## src/rtl/rc_pkg.sv

```systemverilog
// Shared definitions for the rollercoaster (3n+1 / n/2) sequencer and step datapath.
package rc_pkg;

    localparam int RC_WIDTH = 25;

    typedef enum logic [1:0] {
        RC_OK      = 2'd0,
        RC_OVF     = 2'd1,
        RC_TIMEOUT = 2'd2,
        RC_ZERO    = 2'd3
    } status_t;

    typedef enum logic [1:0] {
        ST_IDLE = 2'd0,
        ST_RUN  = 2'd1,
        ST_DONE = 2'd2
    } state_t;

endpackage

```

## src/rtl/rc_step.sv

```systemverilog
// One rollercoaster step: halve an even value, 3n+1 an odd one, flag unsigned overflow.
module rc_step
    import rc_pkg::*;
#(
    parameter int WIDTH = RC_WIDTH
) (
    input  logic [WIDTH-1:0] cur,
    output logic [WIDTH-1:0] next,
    output logic             ovf
);

    logic [WIDTH+1:0] tmp;

    // 3n+1 as n + (2n+1), two bits wider so the carry-out is visible
    assign tmp = {2'b00, cur} + {1'b0, cur, 1'b1};

    always_comb begin
        // NOTE: every output gets a default first so no path leaves it unassigned (no latch).
        next = cur >> 1;
        ovf  = 1'b0;
        if (cur[0]) begin
            next = tmp[WIDTH-1:0];
            ovf  = |tmp[WIDTH+1:WIDTH];
        end
    end

endmodule

```

## src/rtl/rollercoaster_sequencer.sv

```systemverilog
// Job controller: accepts a start number, iterates rc_step once per clock,
// and returns steps, peak and a status code over valid/ready handshakes.
module rollercoaster_sequencer
    import rc_pkg::*;
#(
    parameter int WIDTH     = RC_WIDTH,
    parameter int CNT_W     = 16,
    parameter int MAX_STEPS = 65535
) (
    input  logic             clock,
    input  logic             reset,
    input  logic             start_valid,
    output logic             start_ready,
    input  logic [WIDTH-1:0] start_num,
    output logic             res_valid,
    input  logic             res_ready,
    output logic [CNT_W-1:0] res_steps,
    output logic [WIDTH-1:0] res_peak,
    output logic [1:0]       res_status,
    output logic             busy
);

    localparam logic [CNT_W-1:0] MAX_CNT = CNT_W'(MAX_STEPS);

    state_t           state_q, state_d;
    status_t          status_q, status_d;
    logic [WIDTH-1:0] cur_q, cur_d;
    logic [WIDTH-1:0] peak_q, peak_d;
    logic [CNT_W-1:0] steps_q, steps_d;

    logic [WIDTH-1:0] step_next;
    logic             step_ovf;

    rc_step #(.WIDTH(WIDTH)) u_step (
        .cur  (cur_q),
        .next (step_next),
        .ovf  (step_ovf)
    );

    always_ff @(posedge clock) begin
        // NOTE: sequential state uses non-blocking assignments so every flop samples pre-edge values.
        if (reset) begin
            state_q  <= ST_IDLE;
            status_q <= RC_OK;
            cur_q    <= '0;
            peak_q   <= '0;
            steps_q  <= '0;
        end else begin
            state_q  <= state_d;
            status_q <= status_d;
            cur_q    <= cur_d;
            peak_q   <= peak_d;
            steps_q  <= steps_d;
        end
    end

    always_comb begin
        state_d  = state_q;
        status_d = status_q;
        cur_d    = cur_q;
        peak_d   = peak_q;
        steps_d  = steps_q;
        case (state_q)
            ST_IDLE: begin
                if (start_valid) begin
                    cur_d   = start_num;
                    peak_d  = start_num;
                    steps_d = '0;
                    if (start_num == '0) begin
                        status_d = RC_ZERO;
                        state_d  = ST_DONE;
                    end else begin
                        state_d = ST_RUN;
                    end
                end
            end
            ST_RUN: begin
                if (cur_q == WIDTH'(1)) begin
                    status_d = RC_OK;
                    state_d  = ST_DONE;
                end else if (steps_q == MAX_CNT) begin
                    status_d = RC_TIMEOUT;
                    state_d  = ST_DONE;
                end else if (step_ovf) begin
                    // the failing step is counted but its value is discarded
                    status_d = RC_OVF;
                    steps_d  = steps_q + CNT_W'(1);
                    state_d  = ST_DONE;
                end else begin
                    cur_d   = step_next;
                    steps_d = steps_q + CNT_W'(1);
                    if (step_next > peak_q) peak_d = step_next;
                end
            end
            ST_DONE: begin
                if (res_ready) state_d = ST_IDLE;
            end
            default: state_d = ST_IDLE;
        endcase
    end

    always_comb begin
        start_ready = (state_q == ST_IDLE);
        busy        = (state_q == ST_RUN);
        res_valid   = (state_q == ST_DONE);
        res_steps   = steps_q;
        res_peak    = peak_q;
        res_status  = status_q;
    end

endmodule

```

## config.mk

```make
export PLATFORM = sky130hd
export DESIGN_NAME = rollercoaster_sequencer
export DESIGN_NICKNAME = d
export VERILOG_FILES = /design/src/rtl/rc_pkg.sv /design/src/rtl/rc_step.sv /design/src/rtl/rollercoaster_sequencer.sv
export SDC_FILE = /design/constraint.sdc
export NUM_CORES = 1
export LEC_CHECK = 0
export BUFFER_PORTS_ARGS = -buffer_cell sky130_fd_sc_hd__buf_2
export CAP_MARGIN = 0
export CORE_UTILIZATION = 50
export DETAILED_ROUTE_END_ITERATION = 6
export GPL_TIMING_DRIVEN = 0
export PLACE_DENSITY = 0.74
export SETUP_SLACK_MARGIN = 0.4
export SLEW_MARGIN = 20
export SYNTH_ARGS = -nofsm -noshare
export SYNTH_HDL_FRONTEND = slang
export SYNTH_HIERARCHICAL = 1
export SYNTH_SLANG_ARGS = --single-unit
```

## constraint.sdc

```tcl
create_clock -name clock -period 5 [get_ports clock]
set_clock_uncertainty 0.15 [all_clocks]
set_input_delay 0.25 -clock clock [delete_from_list [all_inputs] [get_ports clock]]
set_output_delay 0.25 -clock clock [all_outputs]
set_load 0.02 [all_outputs]
```

# == Word-level counts from Yosys, hierarchy flattened ==
# Cells that the tools add are included.
# totals
register_bits,70
input_bits,29
output_inout_bits,46
elab_cells,58
# op_classes
add_sub_neg,2
order_cmp,1
n_eq_ne,12
muxes,29
reduce_logical,9
# ops
cell,count
$mux W25,9
$pmux W25 S2,2
$mux W16,3
$pmux W16 S2,1
$add A25 B26 Y27,1
$eq A25 B1 Y1 const B,1
$gt A25 B25 Y1,1
$logic_not A25 Y1,1
$mux W2,11
$add A16 B1 Y16 const B,1
$eq A16 B16 Y1 const B,1
$ne A2 B2 Y1 const B,4
$reduce_and A4 Y1,2
$ne A2 B1 Y1 const B,3
$pmux W2 S3,1
$reduce_and A6 Y1,1
$reduce_and A5 Y1,1
$ne A4 B1 Y1 const B,1
$pmux W2 S2,1
$reduce_and A3 Y1,1
$eq A2 B1 Y1 const B,1
$eq A2 B2 Y1 const B,1
$logic_not A2 Y1,1
$reduce_bool A2 Y1,1
other kinds (2),2

# == Longest topological paths before layout ==
# Gate-level depths: netlist (run 1).
# logic_depth
depth_word,8
mapped_depth,20
depth_no_buf,17

# == Modules after synthesis ==
# Netlist (run 1), hierarchy kept.
# modules_own_cells
module,n_inst,cells_each,area_per_inst_um2,seq_area_each_um2
rollercoaster_sequencer,1,441,3827.4,1401.3
rc_step,1,215,1594.0,0.0

# == Worst setup path after synthesis (run 1) ==
# No wires, ideal clock.
# synth_timing
path_type,reg-to-reg
start,register cur_q[0]
end,"register peak_q[2], in the netlist res_peak[2]"
setup_time_ns,0.137
t_arrival_ns,4.593
required_time_ns,4.713
path_slack_ns,0.120
path_stages_with_launch,21
path_buffers,3
period_less_slack_ns,4.880
path_cell_list,dfxtp_1 -> clkbuf_1 -> clkbuf_1 -> inv_1 -> fa_1 -> or2b_1 -> a21oi_1 -> nor3_1 -> o21ai_0 -> a41o_1 -> a31oi_1 -> or3_1 -> o311ai_1 -> ha_1 -> nand4_2 -> nor4_4 -> nand3_1 -> a31o_2 -> buf_2 -> a21oi_1 -> a311oi_2
# synth_via
elab_cells_between_ends,15
cone_classes,add/sub (1); order compare (1); eq/ne (4); mux (7); reduce/logical (2)
# synth_rtl
element,line,source
start: declaration,rollercoaster_sequencer.sv:27,"logic [WIDTH-1:0] cur_q, cur_d;"
start signal: assignment,rollercoaster_sequencer.sv:51,cur_q <= cur_d;
$add A25 B26 Y27,rc_step.sv:15,"assign tmp = {2'b00, cur} + {1'b0, cur, 1'b1};"
$mux W25 *,rc_step.sv:21,if (cur[0]) begin
via step_next[23],rollercoaster_sequencer.sv:31,logic [WIDTH-1:0] step_next;
$gt A25 B25 Y1 *,rollercoaster_sequencer.sv:92,if (step_next > peak_q) peak_d = step_next;
$ne A2 B1 Y1 (no line) *,n/a,
$reduce_and A6 Y1 (no line) *,n/a,
end signal: assignment,rollercoaster_sequencer.sv:52,peak_q <= peak_d;
end: declaration,rollercoaster_sequencer.sv:28,"logic [WIDTH-1:0] peak_q, peak_d;"
# The timed path passes the listed nets; every way through them passes the cells marked *. The select of a mux whose other input is x is not followed.
# A chain may end at the register's enable or synchronous reset.

# == Worst setup path after layout (run 1) ==
# layout_timing
start,register cur_q[0]
end,"register peak_q[10], in the netlist res_peak[10]"
# Same word-level chain as after synthesis.

==> results of run 1 <==
## report_power, final
part	total [uW]	leakage [uW]	switching, uW	internal, uW
Sequential	821	0.000579	146	675
Clock	529	0.000106	247	282
Combinational	1960	0.00223	1140	825
## flip-flops by register name (all words and copies together) (netlist names)
name        count
cur_q          25
res_status      2
state_q         2
res_steps      16
res_peak       25
## cell type report
type                       count  area (um2)
buffer                        39         289
clock buffer                   9         124
clock inverter                 7        97.6
fill                         871        3580
inverter                      38         146
multi-input combinational    509        4020
sequential                    70        1410
tap                          136         170
timing repair buffer          99         583
## worst min-delay path: cells and delay by family
family                 cells  cell delay (ns)
AOI/OAI and AO/OA          1             0.07
buffers and inverters      1             0.07
and+or+nand+nor            1             0.09
## cell usage after synthesis (all sizes together) (3+ instances only)
master	count	area share, %
mux2	17	3.5
o21bai	3	0.42
a31oi	4	0.46
o211ai	7	1.2
a311oi	26	4.7
clkbuf	19	1.3
nand4	15	1.8
buf	20	2.2
a21oi	73	6.8
nor3	13	1.2
o21a	3	0.42
o41ai	3	0.48
mux2i	27	5.0
o311ai	4	0.97
nand2	30	2.1
xnor2	8	1.3
inv	38	2.6
xor2	13	2.1
a211o	3	0.48
ha	54	12
a21o	13	1.8
dfxtp	70	26
o21ai	27	2.5
a211oi	30	4.2
nor2	58	4.0
nor2b	5	0.58
nand3	22	2.1
nor4	10	1.4
or3	11	1.3
nand2b	6	0.69
## path summary, 6_finish.rpt
| check | endpoint | cells past startpoint |
|---|---|---|
| max | res_peak[10] | 22 |
| min | state_q[1] | 3 |
| max reg2reg | res_peak[10] | 22 |
| min reg2reg | res_status[0] | 1 |
## logic make-up after synthesis
group | synth area share [%]
DFF | 25.8
muxes | 8.52
xor gates and xnor gates | 3.39
adders and majority gates | 12.8
AOI/OAI and AO/OA | 26.5
buffers and inverters | 6.21
and+or+nand+nor | 16.7
## what timing repair did
action,CTS,global route
pin swaps,13,32
setup buffers,9,13
setup endpoints to repair,25,33
cloned,4,0
resized for setup,38,69
## routing by layer
| metal | global-route usage, % | up-vias | wire length (um) |
|---|---|---|---|
| li1 | - | 2688 | - |
| met1 | 41.6 | 2747 | 7740 |
| met2 | 48.8 | 282 | 8400 |
| met3 | 4.54 | 33 | 1440 |
| met4 | 10.2 | 0 | 365 |
| met5 | 0 | - | 0 |
## per-stage QoR
stage                     setup slack, ns  util, %  total power (uW)  std cells
after global placement             -0.435     57.2              2220        865
after global routing               0.0952     65.7              3480        907
after CTS                           0.401     61.7              2990        894
after floorplan                     0.404        -              1860        656
after detailed placement           -0.537     57.2              2260        865
final                               0.256     65.7              3310        907
==> reports/results.md, run 1 <==
| Step | Result | Reported |
| --- | --- | --- |
| outcome | Result of the run | completed |
| drt | Via count | 5750 |
| floorplanning | Horizontal extent of the die | 106 um |
| grt | Global-route wire length before repair | 26700 um |
| clocking | Clock transition time at the flip-flop clock pins of the worst setup and hold paths | 0.09 ns |
| floorplanning | Die ar. | 11300 um2 |
| sta | Final number of hold-violating endpoints | 0 |
| sta | Max-slew headroom at the worst pin | 57.6% |
| setup path | Startpoint of the worst-slack reg-to-reg timing path | cur_q[0] |
| drt | Number of nets with antenna violations after detailed routing | 0 |
| synthesis | Asr flop ratio synth | 0% |
| sta | Count of final setup violators | 0 |
| drt | Total length of routed wires | 17900 um |
| setup path | Critical path cell sequence | clkbuf_16, clkbuf_16, clkinvlp_4, fa_2, or2b_1, a21oi_2, nor3_2, o21ai_2, a41o_1, buf_4, buf_4, xor2_1, mux2_4, ha_4, nand4_1, buf_4, nor4_4, nand3_1, a31o_4, buf_4, a21oi_1, a311oi_1 |
| sta | Total negative slack | 0 ns |
| floorplanning | Floorplan Core Area | 10400 um2 |
| synthesis | Netlist cell types | 66 |
| setup path | Max stage delay on crit path | 0.42 ns |
| clocking | Clock buffers created by TritonCTS | 9 |
| layout | Leading cell type in the layout, fill and taps excluded | buf_2 |
| floorplanning | Placement row count | 37 |
| sta | Minimum clock period | 4.74 ns |
| floorplanning | Initial Util | 52.0% |
| setup path | Worst EP required | 5.06 ns |
| synthesis | Number of instances in the synthesized netlist | 656 |
| grt | Number of antenna violations at the first check in global routing | 0 |
| sta | Fmax | 0.211 GHz |
| placed design | HPWL Detailed | 12800 um |
| sta | Unrepaired setup endpoints after global routing | true |
| drt | # DRC | 0 |
| sta | Final-layout worst hold slack | 0.0111 ns |
| placed design | Port Buf Inserts | 73 |
| setup path | Register-to-Register Setup Slack | 0.26 ns |
| setup path | Crit path buffers/inverters | 7 |
| synthesis | Post-synthesis cell area | 5420 um2 |
| drt | Average routed wire per standard cell | 19.8 um |
| layout | Area grow syn2layout | 26.2% |
| drt | Count of routing violations after the opening detailed-route iteration | 444 |
| layout | Number of antenna repair diodes | 0 |
| flow run | Count of maximum capacitance violations | 0 |
| clocking | Max clock buf depth | 2 |
| setup path | Nature of the critical path startpoint | register |
| setup path | Data arrival time at the worst-slack endpoint | 4.80 ns |
| grt | Maximum number of pins on one net before global-route repair | 14 |
| clocking | H-tree Lvls | 3 |
| drt | First-pass detailed-route iteration total | 7 |
| synthesis | Mean cell area of the mapped netlist | 8.26 um2 |
| synthesis | Prevailing post-synth register cell | dfxtp_1 |
| clocking | Number of hold buffers added after CTS | 0 |
| clocking | Sink Count | 70 |
| layout | Share of cells above drive strength 1 | 29.8% |
| power | Cell Pwr Density | 484 nW/um2 |
| floorplanning | Number of ports placed on the die boundary | 75 |
| setup path | Cell family with most CP delay | compound AO/OA/AOI/OAI gates |
| synthesis | Number of synthesized flops with an enable pin | 0 |
| drt | DR vias/cell | 6.34 |
| setup path | Peak fanout along the critical path | 10 |
| floorplanning | Die Span Y | 106 um |
| synthesis | Number of storage elements in the synthesis netlist | 70 |
| power | Maximum VDD drop | 328 uV |
| grt | Number of global-route vias before repair | 5142 |
| layout | Highest-count cells in the layout ignoring fill and taps | buf_2, dfxtp_1, nor2_1, a21oi_1, ha_1 |
| grt | Overflow left after global routing | 0 |
| sta | Max-slew violation total from the final report | 0 |
| synthesis | Net Count, Synth | 740 |
| clocking | CTS root buffer | clkbuf_8 |
| synthesis | Ys Warns | 6 |
| layout | Total number of nets in the final design | 850 |
| setup path | Kind of end point of the critical path | register |
| setup path | Cell seen most often among critical-path stages | buf_4 |
| clocking | Insertion delay of the later-clocked pin in the worst-skew pair | 0.36 ns |
| placed design | Placed instance area | 5960 um2 |
| power | Leakage power | 0.00291 uW |
| setup path | Launching element of the worst setup path | cur_q[0] |
| clocking | CTS tree | done |
| min path | Hold WC Path Type | in2reg |
| synthesis | Part of the Yosys area used for sequential elements | 25.8% |
| grt | Global router's overall resource usage | 30.4% |
| placed design | Routability-driven placement congestion ratio | 0.924 |
| setup path | Slowest stage cell, crit path | fa_2 |
| sta | Ratio of final minimum period to clock period | 94.9% |
| sta | Slew of the pin with the lowest slew margin | 0.636 ns |
| min path | Critical hold path startpoint | res_ready |
| setup path | Critical setup path kind | reg2reg |
| layout | Area of all placed cells without fillers | 6840 um2 |
No activity file was read; power rests on OpenSTA's default activity.
==> inputs of run 2 (changes only) <==
--- a/config.mk
+++ b/config.mk
@@ -5,12 +5,13 @@
 export SDC_FILE = /design/constraint.sdc
 export NUM_CORES = 1
 export LEC_CHECK = 0
-export BUFFER_PORTS_ARGS = -buffer_cell sky130_fd_sc_hd__buf_2
+export BUFFER_PORTS_ARGS = -buffer_cell sky130_fd_sc_hd__buf_4
 export CAP_MARGIN = 0
 export CORE_UTILIZATION = 50
 export DETAILED_ROUTE_END_ITERATION = 6
 export GPL_TIMING_DRIVEN = 0
 export PLACE_DENSITY = 0.74
+export RECOVER_POWER = 25
 export SETUP_SLACK_MARGIN = 0.4
 export SLEW_MARGIN = 20
 export SYNTH_ARGS = -nofsm -noshare
==> run 2 against run 1 <==
Against the previous run: sequential share of layout area down 0.42 points; die area unchanged; maximum frequency up 3.6%; wire length up 3.6%; first-iteration DRC count up 19%; critical path depth up 1.
==> reports/results.md, run 2 (synthesis results as in run 1) <==
| Step | Result | Reported |
| --- | --- | --- |
| outcome | Result of the run | completed |
| setup path | Startpoint of the worst-slack reg-to-reg timing path | cur_q[0] |
| sta | Ratio of final minimum period to clock period | 91.6% |
| setup path | Peak fanout along the critical path | 6 |
| power | Leakage power | 0.00286 uW |
| layout | Total number of nets in the final design | 849 |
| floorplanning | Placement row count | 37 |
| setup path | Launching element of the worst setup path | cur_q[0] |
| placed design | HPWL Detailed | 13000 um |
| layout | Number of antenna repair diodes | 0 |
| floorplanning | Die ar. | 11300 um2 |
| grt | Overflow left after global routing | 0 |
| min path | Hold WC Path Type | in2reg |
| placed design | Post-Place Setup Slack | -0.521 ns |
| grt | Number of antenna violations at the first check in global routing | 0 |
| sta | Final number of hold-violating endpoints | 0 |
| grt | Global-route wire length before repair | 27300 um |
| sta | Minimum clock period | 4.58 ns |
| floorplanning | Initial Util | 52.0% |
| min path | Worst Hold Path EP | state_q[1] |
| setup path | Kind of end point of the critical path | register |
| setup path | Depth of the worst register-to-register path | 23 |
| setup path | Worst EP required | 5.12 ns |
| clocking | Clock buffers created by TritonCTS | 9 |
| drt | DR vias/cell | 6.50 |
| min path | Hold Crit Depth | 3 |
| clocking | Sink Count | 70 |
| power | Maximum VDD drop | 417 uV |
| drt | Number of nets with antenna violations after detailed routing | 0 |
| sta | Final-layout worst hold slack | 0.0147 ns |
| drt | First-pass detailed-route iteration total | 7 |
| drt | Count of routing violations after the opening detailed-route iteration | 527 |
| grt | Number of global-route vias before repair | 5305 |
| layout | Leading cell type in the layout, fill and taps excluded | buf_4 |
| layout | Highest-count cells in the layout ignoring fill and taps | buf_4, dfxtp_1, nor2_1, a21oi_1, ha_1 |
| grt | Global router's overall resource usage | 31.2% |
| power | Cell Pwr Density | 487 nW/um2 |
| drt | Via count | 5884 |
| setup path | Critical setup path kind | reg2reg |
| placed design | Routability-driven placement congestion ratio | 0.914 |
| clocking | CTS root buffer | clkbuf_8 |
| sta | Max-slew headroom at the worst pin | 43.6% |
| clocking | Max clock buf depth | 2 |
| clocking | Clock transition time at the flip-flop clock pins of the worst setup and hold paths | 0.07 ns |
| clocking | Insertion delay of the later-clocked pin in the worst-skew pair | 0.36 ns |
| clocking | H-tree Lvls | 3 |
| sta | Count of final setup violators | 0 |
| setup path | Reg-to-reg critical path endpoint | res_peak[23] |
| floorplanning | Number of ports placed on the die boundary | 75 |
| drt | Average routed wire per standard cell | 20.5 um |
| sta | Slew of the pin with the lowest slew margin | 0.844 ns |
| flow run | Count of maximum capacitance violations | 0 |
| setup path | Register-to-Register Setup Slack | 0.42 ns |
| sta | Total negative slack | 0 ns |
| min path | Critical hold path startpoint | res_ready |
| sta | Max-slew violation total from the final report | 0 |
| sta | Unrepaired setup endpoints after global routing | true |
| layout | Share of cells above drive strength 1 | 26.3% |
| placed design | Port Buf Inserts | 73 |
| drt | # DRC | 0 |
| setup path | Nature of the critical path startpoint | register |
| sta | Final worst-path setup slack | 0.422 ns |
| layout | Area grow syn2layout | 29.0% |
| grt | Maximum number of pins on one net before global-route repair | 12 |
| floorplanning | Horizontal extent of the die | 106 um |
| drt | Total length of routed wires | 18600 um |
| clocking | CTS tree | done |
| floorplanning | Floorplan Core Area | 10400 um2 |
| setup path | Data arrival time at the worst-slack endpoint | 4.70 ns |
| floorplanning | Die Span Y | 106 um |
| sta | Fmax | 0.218 GHz |
-- run 2: worst max-delay path by stage --
stage	slack (ns)	to	cells after the start
floorplan	0.40	res_peak[2]	20
CTS	0.39	res_peak[1]	20
detailed placement	-0.52	res_peak[5]	19
global placement	-0.39	res_peak[17]	19
global route	0.31	res_peak[23]	20
finish	0.42	res_peak[23]	23
-- run 2: area by class of cell --
type	count	area, um2
Inverter	38	146
Tap cell	136	170
Fill cell	878	3420
Sequential cell	70	1420
Multi-Input combinational cell	510	4090
Buffer	39	308
Clock buffer	11	151
Clock inverter	4	70.1
Timing Repair Buffer	97	643
-- run 2: per-stage QoR --
| stage | power, uW | area (um2) | utilization, % | cells |
|---|---|---|---|---|
| after floorplan | 1860 | 5420 | - | 656 |
| after global placement | 2270 | 6140 | 59.0 | 865 |
| after detailed placement | 2330 | 6140 | 59.0 | 865 |
| after CTS | 3120 | 6710 | 64.4 | 891 |
| after global routing | 3570 | 7000 | 67.2 | 905 |
| final | 3410 | 7000 | 67.2 | 905 |
-- run 2: repair_timing --
item | 4_1_cts | 5_1_grt
resized for setup | 57 | 67
pin swaps | 12 | 38
hold buffers | 0 | 0
buffers inserted | 6 | 13
cloned | 5 | 1
endpoints found under the setup margin | 25 | 25
-- run 2: report_power, final --
group	switching (uW)	internal (uW)
Combinational	1200	866
Clock	219	304
Sequential	147	675
-- run 2: worst max-delay path, cell delays in order, from the launching register on --
cell	delay [ns]
dfxtp_4	0.37
clkbuf_16	0.13
clkbuf_16	0.13
clkinvlp_4	0.10
buf_4	0.17
ha_1	0.30
nor2b_2	0.13
o2111ai_2	0.13
a21oi_2	0.27
o21ai_2	0.12
a21oi_2	0.16
o22ai_2	0.10
xor2_1	0.17
a21oi_2	0.25
ha_1	0.28
nand4_1	0.12
buf_6	0.14
nor3_2	0.04
a222oi_1	0.32
buf_4	0.21
o211ai_4	0.09
buf_12	0.18
buf_8	0.13
a311oi_2	0.28
-- run 2: metal layers --
layer | global-route usage (%) | vias to the layer above | wire, um
met1 | 41.7 | 2812 | 7930
met3 | 5.09 | 58 | 1430
met4 | 12.2 | 0 | 640
li1 | - | 2685 | -
met5 | 0 | - | 0
met2 | 50.2 | 329 | 8600
==> inputs of run 3 (changes only) <==
--- a/config.mk
+++ b/config.mk
@@ -7,6 +7,7 @@
 export LEC_CHECK = 0
 export BUFFER_PORTS_ARGS = -buffer_cell sky130_fd_sc_hd__buf_4
 export CAP_MARGIN = 0
+export CORE_MARGIN = 2
 export CORE_UTILIZATION = 50
 export DETAILED_ROUTE_END_ITERATION = 6
 export GPL_TIMING_DRIVEN = 0
==> run 3 against run 2 <==
Against the previous run: global-route usage shrank 1.4 points; maximum frequency shrank 1.6%; final cell count grew 0.99%; sequential share of layout area shrank 0.26 points; total power grew 0.65%; combinational power grew 2%; count of clock-buffer cells in the layout shrank 2; register-to-register slack lost 0.07 ns; flip-flop and latch count is the same; sequential power grew 2%; clock power shrank 6.9%; highest routed layer unchanged.
==> reports/results.md, run 3 (synthesis results as in run 1) <==
| Step | Result | Reported |
| --- | --- | --- |
| outcome | Result of the run | completed |
| grt | Maximum number of pins on one net before global-route repair | 15 |
| setup path | Data arrival time at the worst-slack endpoint | 4.76 ns |
| setup path | Worst EP required | 5.11 ns |
| setup path | Nature of the critical path startpoint | register |
| layout | Highest-count cells in the layout ignoring fill and taps | buf_4, dfxtp_1, nor2_1, a21oi_1, clkbuf_1 |
| floorplanning | Number of ports placed on the die boundary | 75 |
| flow run | Count of maximum capacitance violations | 0 |
| power | Cell Pwr Density | 481 nW/um2 |
| layout | Leading cell type in the layout, fill and taps excluded | buf_4 |
| setup path | Slowest stage cell, crit path | nor4_4 |
| floorplanning | Die Span Y | 108 um |
| grt | Number of antenna violations at the first check in global routing | 0 |
| layout | Total number of nets in the final design | 853 |
| setup path | Startpoint of the worst-slack reg-to-reg timing path | cur_q[0] |
| drt | First-pass detailed-route iteration total | 6 |
| sta | Final number of hold-violating endpoints | 0 |
| floorplanning | Initial Util | 50.7% |
| drt | Count of routing violations after the opening detailed-route iteration | 502 |
| drt | Number of nets with antenna violations after detailed routing | 0 |
| floorplanning | Horizontal extent of the die | 108 um |
| min path | Hold WC Path Type | in2reg |
| grt | Number of global-route vias before repair | 5286 |
| clocking | Insertion delay of the later-clocked pin in the worst-skew pair | 0.36 ns |
| setup path | Kind of end point of the critical path | register |
| placed design | Placed instance area | 6150 um2 |
| grt | Overflow left after global routing | 0 |
| clocking | H-tree Lvls | 3 |
| clocking | CTS tree | done |
| sta | Total negative slack | 0 ns |
| power | Leakage power | 0.00286 uW |
| setup path | Critical path cell sequence | clkbuf_16, clkbuf_16, clkinvlp_4, fa_2, or2b_1, a21oi_2, nor3_2, o21ai_2, a41o_1, buf_6, xor2_2, mux2_4, ha_4, nand4_1, nor4_4, inv_2, o211ai_4, buf_6, a21oi_2, a311oi_1 |
| floorplanning | Placement row count | 38 |
| power | Maximum VDD drop | 355 uV |
| layout | Filler Cells Inserted | 890 |
| clocking | Sink Count | 70 |
| sta | Slew of the pin with the lowest slew margin | 0.819 ns |
| grt | Global-route wire length before repair | 27100 um |
| clocking | Max clock buf depth | 2 |
| layout | Area of all placed cells without fillers | 7140 um2 |
| layout | Share of cells above drive strength 1 | 28.6% |
| floorplanning | Die ar. | 11700 um2 |
| clocking | Number of hold buffers added after CTS | 0 |
| setup path | Max stage delay on crit path | 0.39 ns |
| sta | Max-slew violation total from the final report | 0 |
| min path | Critical hold path startpoint | res_ready |
| layout | Number of antenna repair diodes | 0 |
| sta | Max-slew headroom at the worst pin | 45.3% |
| layout | Sequential cell area | 1430 um2 |
| clocking | Clock transition time at the flip-flop clock pins of the worst setup and hold paths | 0.09 ns |
| clocking | Clock buffers created by TritonCTS | 9 |
| sta | Minimum clock period | 4.65 ns |
| drt | DR vias/cell | 6.35 |
| clocking | CTS root buffer | clkbuf_8 |
| placed design | Port Buf Inserts | 73 |
| power | Total power | 3430 uW |
| sta | Count of final setup violators | 0 |
| sta | Fmax | 0.215 GHz |
| setup path | Peak fanout along the critical path | 5 |
| setup path | Launching element of the worst setup path | cur_q[0] |
| placed design | Routability-driven placement congestion ratio | 0.905 |
| drt | Via count | 5805 |
| setup path | Critical setup path kind | reg2reg |
| drt | # DRC | 0 |
| layout | Area used by multi-input combinational logic | 4210 um2 |
| grt | Global router's overall resource usage | 29.8% |
| drt | Average routed wire per standard cell | 20.5 um |
| drt | Total length of routed wires | 18800 um |
| sta | Unrepaired setup endpoints after global routing | true |
| layout | Area grow syn2layout | 31.6% |
| placed design | HPWL Detailed | 13400 um |
| sta | Ratio of final minimum period to clock period | 93.0% |
| floorplanning | Floorplan Core Area | 10700 um2 |
-- run 3: cell types whose count changed in the layout (fill, tap and decap cells not counted), sizes merged --
cell,before,now
clkinv,2,0
buf,87,94
inv,37,41
clkinvlp,1,3
bufinv,2,1
clkbuf,60,55
-- run 3: critical path: cells and delay by family (launching register included) --
kind            cells  cell delay (ns)
xor+xnor            1             0.05
simple gates        4             0.96
mux                 1             0.31
compound gates      6             1.26
flops               1             0.37
buf+inv             6             0.82
fa+ha+maj           2             0.64
-- run 3: worst paths after layout --
kind              slack [ns]       endpoint  cells past startpoint
setup / recovery        0.35   res_peak[18]                     20
hold / removal          0.02     state_q[1]                      3
setup reg to reg        0.35   res_peak[18]                     20
hold reg to reg         0.34  res_status[0]                      1
-- run 3: what timing repair did --
action,in CTS,in global routing
gates cloned,6,0
setup endpoints to repair,35,46
pin swaps,16,50
resized for setup,56,89
buffers inserted,10,13
-- run 3: routing by layer --
metal,up-vias,global-route usage [%],share of wire (%)
met2,304,49.2,47
met1,2744,39.8,41
met3,62,4.04,8.2
met4,0,11.0,3.6
li1,2695,-,-
met5,-,0,0
-- run 3: layout make-up --
type,count,share of cell area [%]
well taps,140,2.45
inverters,38,2.05
flip-flops and latches,70,20.0
plain buffers,39,4.19
repair buffers,101,9.52
clock buffers,9,1.74
multi-input cells,510,58.9
clock inverters,7,1.12
-- run 3: per-stage QoR --
stage          cells  hold WS, ns  worst slack, ns  util, %
3_3_place_gp     869        0.307           -0.395     57.5
2_1_floorplan    656        0.285            0.404        -
3_5_place_dp     869        0.323           -0.537     57.5
4_1_cts          901       0.0216            0.401     62.7
5_1_grt          914       0.0233            0.201     66.7
6_report         914       0.0245            0.349     66.7
-- run 3: where the power goes --
part,internal (uW),switching [uW]
clock network,237,250
registers,676,159
logic,891,1220
